[config.mk]
export PLATFORM = sky130hd
export DESIGN_NAME = fetch_queue
export DESIGN_NICKNAME = d
export VERILOG_FILES = /design/src/rtl/fetch_queue.sv
export SDC_FILE = /design/constraint.sdc
export NUM_CORES = 1
export LEC_CHECK = 0
export BUFFER_PORTS_ARGS = -buffer_cell sky130_fd_sc_hd__buf_2
export CORE_AREA = 2 2 286 259
export CTS_CLUSTER_SIZE = 10
export DETAILED_ROUTE_END_ITERATION = 8
export DIE_AREA = 0 0 288 261
export PLACE_DENSITY = 0.69
export SYNTH_ARGS = -nofsm -noshare
export SYNTH_HDL_FRONTEND = slang
export SYNTH_SLANG_ARGS = --single-unit
[constraint.sdc]
create_clock -name clk -period 12.6 [get_ports clk]
set_input_delay 2.52 -clock clk [delete_from_list [all_inputs] [get_ports clk]]
set_output_delay 2.52 -clock clk [all_outputs]
set_load 0.02 [all_outputs]
[src/rtl/fetch_queue.sv]
// fetch_queue: instruction fetch front end feeding decode.
// Issues in-order pipelined reads to instruction memory, pairs each accepted
// address with its response through a PC tag FIFO, buffers returned words in
// a prefetch FIFO, and presents one registered {valid, pc, instr} per cycle.
//
// Ports:
//   clk, reset                   clock, asynchronous active-high reset
//   stall_in                     hold outputs, no pop (fetching continues)
//   flush_in, redirect_pc_in     discard all work and refetch from redirect
//   imem_req_out/addr_out        read request and address (combinational)
//   imem_ready_in                request accepted when req && ready
//   imem_rvalid_in/rdata_in      in-order response, never back-pressured
//   valid_out/pc_out/instr_out   registered instruction to decode
//   branch_predicted_taken_out   registered, constant 0 (no predictor)
module fetch_queue #(
  parameter int unsigned DEPTH       = 4,
  parameter logic [63:0] RESET_PC    = 64'h0,
  parameter int unsigned INSTR_BYTES = 8
) (
  input  logic        clk,
  input  logic        reset,
  input  logic        stall_in,
  input  logic        flush_in,
  input  logic [63:0] redirect_pc_in,
  output logic        imem_req_out,
  output logic [63:0] imem_addr_out,
  input  logic        imem_ready_in,
  input  logic        imem_rvalid_in,
  input  logic [63:0] imem_rdata_in,
  output logic        valid_out,
  output logic [63:0] pc_out,
  output logic [63:0] instr_out,
  output logic        branch_predicted_taken_out
);

  localparam int unsigned PW = (DEPTH > 1) ? $clog2(DEPTH) : 1;
  localparam int unsigned CW = $clog2(DEPTH + 1);
  localparam logic [CW:0] DEPTH_W = (CW+1)'(DEPTH);

  typedef logic [PW-1:0] ptr_t;
  typedef logic [CW-1:0] cnt_t;

  function automatic ptr_t ptr_inc(input ptr_t p);
    return (p == PW'(DEPTH - 1)) ? '0 : p + 1'b1;
  endfunction

  logic [63:0] fetch_pc;
  logic [63:0] fifo_pc    [DEPTH];
  logic [63:0] fifo_instr [DEPTH];
  logic [63:0] tag_pc     [DEPTH];
  ptr_t        fifo_head, fifo_tail, tag_head, tag_tail;
  cnt_t        count, outstanding, drop;

  logic        credit, accept, resp, keep, push, pop;
  logic [CW:0] inflight;

  always_comb begin
    inflight     = {1'b0, count} + {1'b0, outstanding};
    credit       = inflight < DEPTH_W;
    imem_req_out = credit && !flush_in && !reset;
    accept       = imem_req_out && imem_ready_in;
    // Responses with nothing outstanding belong to pre-reset requests.
    resp         = imem_rvalid_in && (outstanding != '0);
    keep         = resp && (drop == '0);
    push         = keep && !flush_in;
    pop          = !stall_in && !flush_in && (count != '0);
  end

  assign imem_addr_out = fetch_pc;

  always_ff @(posedge clk or posedge reset) begin
    if (reset) begin
      fetch_pc    <= RESET_PC;
      outstanding <= '0;
      drop        <= '0;
      count       <= '0;
      fifo_head   <= '0;
      fifo_tail   <= '0;
      tag_head    <= '0;
      tag_tail    <= '0;
    end else begin
      outstanding <= outstanding + cnt_t'(accept) - cnt_t'(resp);
      if (flush_in) begin
        // No request issues in the flush cycle, so everything still in
        // flight after this cycle's response must be discarded. The tag
        // FIFO is cleared because dropped responses never consume a tag.
        fetch_pc  <= redirect_pc_in & ~64'h7;
        drop      <= outstanding - cnt_t'(resp);
        count     <= '0;
        fifo_head <= '0;
        fifo_tail <= '0;
        tag_head  <= '0;
        tag_tail  <= '0;
      end else begin
        if (accept) begin
          fetch_pc <= fetch_pc + 64'(INSTR_BYTES);
          tag_tail <= ptr_inc(tag_tail);
        end
        if (resp && (drop != '0)) drop <= drop - 1'b1;
        if (keep) tag_head <= ptr_inc(tag_head);
        if (push) fifo_tail <= ptr_inc(fifo_tail);
        if (pop)  fifo_head <= ptr_inc(fifo_head);
        count <= count + cnt_t'(push) - cnt_t'(pop);
      end
    end
  end

  always_ff @(posedge clk) begin
    if (accept) tag_pc[tag_tail] <= fetch_pc;
    if (push) begin
      fifo_pc[fifo_tail]    <= tag_pc[tag_head];
      fifo_instr[fifo_tail] <= imem_rdata_in;
    end
  end

  always_ff @(posedge clk or posedge reset) begin
    if (reset) begin
      valid_out                  <= 1'b0;
      pc_out                     <= '0;
      instr_out                  <= '0;
      branch_predicted_taken_out <= 1'b0;
    end else begin
      branch_predicted_taken_out <= 1'b0;
      if (flush_in) begin
        valid_out <= 1'b0;
      end else if (!stall_in) begin
        valid_out <= pop;
        if (pop) begin
          pc_out    <= fifo_pc[fifo_head];
          instr_out <= fifo_instr[fifo_head];
        end
      end
    end
  end

endmodule

==> summary.md <==
| Metric | Value |
|---|---|
| Status | `complete, no violations` |
| Die Y | `261 um` |
| Starting DRT DRC Count | `1669` |
| Hold Fails Final Rpt | `0` |
| Critical path's top delay family | `buffers and inverters` |
| Crit path capture type | `output pin` |
| Number of port buffers | `318` |
| Clk_lat worst skew | `660 ps` |
| R2r startpoint | `outstanding[2]` |
| Critical path required time | `10080 ps` |
| Die footprint | `75200 sq um` |
| Synth Area in Adders | `less than 1%` |
| Buffers and inverters on the worst path | `2` |
| Slew Viols, Final | `0` |
| Most common library cells after synthesis | `edfxtp_1 (744), nand2_1 (470), dfrtp_1 (204)` |
| Drt total wl | `82600 um` |
| Area of the multi-input gates | `~8600 sq um` |
| Final setup TNS | `0 ps` |
| Cts repair resizes | `0` |
| Crit. path cell count | `4` |
| Initial antenna violation count | `3` |
| Row count | `94` |
| Switching power total | `0.00225 W` |
| H-Tree Depth | `3` |
| Comb power frac | `17.3%` |
| Leakage power | `15.3 nW` |
| Arrival @ worst endpoint | `3410 ps` |
| Via-per-instance ratio | `roughly 5.7` |
| Worst Hold Class | `reg2reg` |
| Startpoint Class | `primary input` |
| Area delta synth->final | `15.6%` |
| CTS clock-pin slew for the worst setup and hold paths | `50 ps` |
| CTS Buf Count | `106` |
| Synth Area in Compound Gates | `1.86%` |
| Cell Pwr Density | `192 nW/um^2` |
| Final non-filler cell total | `3511` |
| Avg Inst Size Synth | `17.3 sq um` |
| Routed len/inst | `23.5 um` |
| Hold buffer count at cts | `0` |
| Slew @ Worst Pin | `1170 ps` |
| FILL cells | `5519` |
| Synth top area share | `61.1%` |
| Number of global-route vias before repair | `about 21000` |
| DRT Pass-1 Iters | `5` |
| Final min period | `5930 ps` |
| Switch share | `27.8%` |
| Die width | `288 um` |
| Max-cap viol count | `0` |
| Max incr delay on CP | `430 ps` |
| Simple-gate portion of the synthesized area | `8.56%` |
| Setup violations, final | `0` |
| GPL Wtd Cong | `0.887` |
| Grt ovf | `0` |
| Worst path cell trace | `buf_4, nor3_1, and3_1, buf_2` |
| Internal | `0.00585 W` |
| Async S/R FF share, synth | `21.5%` |
| DP Wirelength | `48500 um` |
| Final Core Density | `between 50% and 60%` |
| Largest family of logic cells by synthesized area | `multiplexers` |
| Final period util | `47.0%` |
| Post-synth top flop | `edfxtp_1` |
| Post-Syn Area | `36500 sq um` |
| Clk network pwr share | `34.0%` |
| Most frequent cell after synthesis | `edfxtp_1` |
| Worst Reg2Reg Path Length in Cells | `7` |
| Slew HR | `22.3%` |
| CP max FO | `45` |
| R2R Path End | `fifo_pc[3][29]` |
| Synth Register Bits | `~950` |
| Cell variety after synth | `55` |
| Nets | `2619` |
| Yosys warns | `0` |
| Core ar. | `72400 sq um` |
| Crit path to | `imem_req_out` |
| Post-CTS setup buffers | `0` |
| RSZ-0062 raised after global routing | `no` |
| Inst Count DP | `3315` |
| Initial Util | `50.4%` |
| Clk sink count | `948` |
| CTS max path bufs | `3` |
| Share of layout cells above drive strength 1 | `26.6%` |
| Post-synthesis sequential area ratio | `approximately three quarters` |
| CTS root buf | `clkbuf_16` |
| Largest net degree at the start of global routing | `about 140` |
| Setup CP Type | `in2out` |
| Main area contributors after synthesis | `edfxtp_1 (61%), dfrtp_1 (14%), mux4_2 (11%)` |
| Post-Synth XOR/XNOR Area | `less than 1%` |
| Peak supply drop | `between 0.15 and 0.2 mV` |
| Multiplexer area fraction after synthesis | `11.7%` |
| Clock Skews | `approximately 26 ps` |
| CTS tree | `done` |
| # IOs | `about 330` |
| Setup crit start | `flush_in` |
| Slowest-stage cell, CP | `buf_4` |
| DR DRC count | `0` |
| Global Route Usage Sum | `22.2%` |
| Reg power frac | `around half` |
| Area leader, netlist | `edfxtp_1` |
| Cells after Synth | `2114` |
| R2R Setup Slk | `8760 ps` |
| F_max | `between 0.15 and 0.2 GHz` |
| Via count | `20121` |
| Storage cell area | `about 27000 sq um` |
| Final ANT Viol Nets | `0` |
| First-pass GRT wire length | `126000 um` |
| Number of enable flip-flop cells after synthesis | `between 700 and 800` |
[power groups by stage]
stage                     clock network, W  registers [W]  logic (W)
after floorplan                          0        0.00418   0.000714
after global placement                   0        0.00399    0.00140
after detailed placement                 0        0.00400    0.00143
after CTS                          0.00281        0.00394    0.00143
after global routing               0.00293        0.00398    0.00154
final                              0.00275        0.00394    0.00140
[area by class of cell]
type | instances | share of cell area [%]
Clock buffer | 184 | 7.09
Timing Repair Buffer | 344 | 4.26
Inverter | 21 | 0.210
Clock inverter | 9 | 0.204
Sequential cell | 948 | 65.0
Multi-Input combinational cell | 1042 | 20.4
Antenna cell | 3 | 0.0178
Tap cell | 960 | 2.84
[layer usage]
| layer | track usage [%] | vias to the layer above | part of all wire (%) |
|---|---|---|---|
| met4 | 5.97 | 0 | 2.2 |
| met2 | 36.5 | 757 | 49 |
| met3 | 4.45 | 132 | 7.6 |
| met5 | 0 | - | 0 |
| li1 | - | 8802 | - |
| met1 | 30.8 | 10430 | 41 |
[worst min-delay path, cell delays in order (launching register included)]
cell     delay [ps]
dfrtp_1         330
nand2_1          50
nand2_1          50
[sequential cells by signal, summed over array words and instances (netlist names), 3 cells and up]
| register | cells |
|---|---|
| instr_out | 64 |
| drop | 3 |
| fifo_pc | 244 |
| pc_out | 61 |
| imem_addr_out | 61 |
| fifo_instr | 256 |
| count | 3 |
| outstanding | 3 |
| tag_pc | 244 |
[stage by stage]
step                      total power (W)  setup WS, ps  area, sq um  hold slack, ps
after floorplan                   0.00489          4510        36600             521
after global placement            0.00538          6600        39200             454
after detailed placement          0.00543          6520        39200             456
after CTS                         0.00818          6670        42200             470
after global routing              0.00845          6610        42200             487
final                             0.00810          6670        42200             465
[cell usage in the layout, fill, tap and decap left out, drive strengths merged, types with 20 or more instances in the layout]
cell type,instances
nand2,470
edfxtp,744
dfrtp,204
o21ai,40
inv,25
nand3,50
mux4,186
ha,20
buf,344
clkbuf,184
nand4,28
nor2,35
[worst min path at each step]
stage	slack [ps]	endpoint	cells after the start	from
finish	470	pc_out[16]	2	pc_out[16]
detailed placement	460	pc_out[16]	2	pc_out[16]
floorplan	520	outstanding[0]	1	outstanding[0]
global placement	450	instr_out[58]	2	instr_out[58]
global route	490	instr_out[34]	2	instr_out[34]
CTS	470	instr_out[45]	2	instr_out[45]
[logic make-up (layout without fill, tap and decap cells)]
family                     Yosys count  in the layout
AOI/OAI and AO/OA                  106            106
other                                1             10
adders and majority gates           22             22
muxes                              193            193
buffers and inverters              130            558
DFF                                948            948
and+or+nand+nor                    691            691
xor gates and xnor gates            23             23
Power figures use the tool's default switching activity.
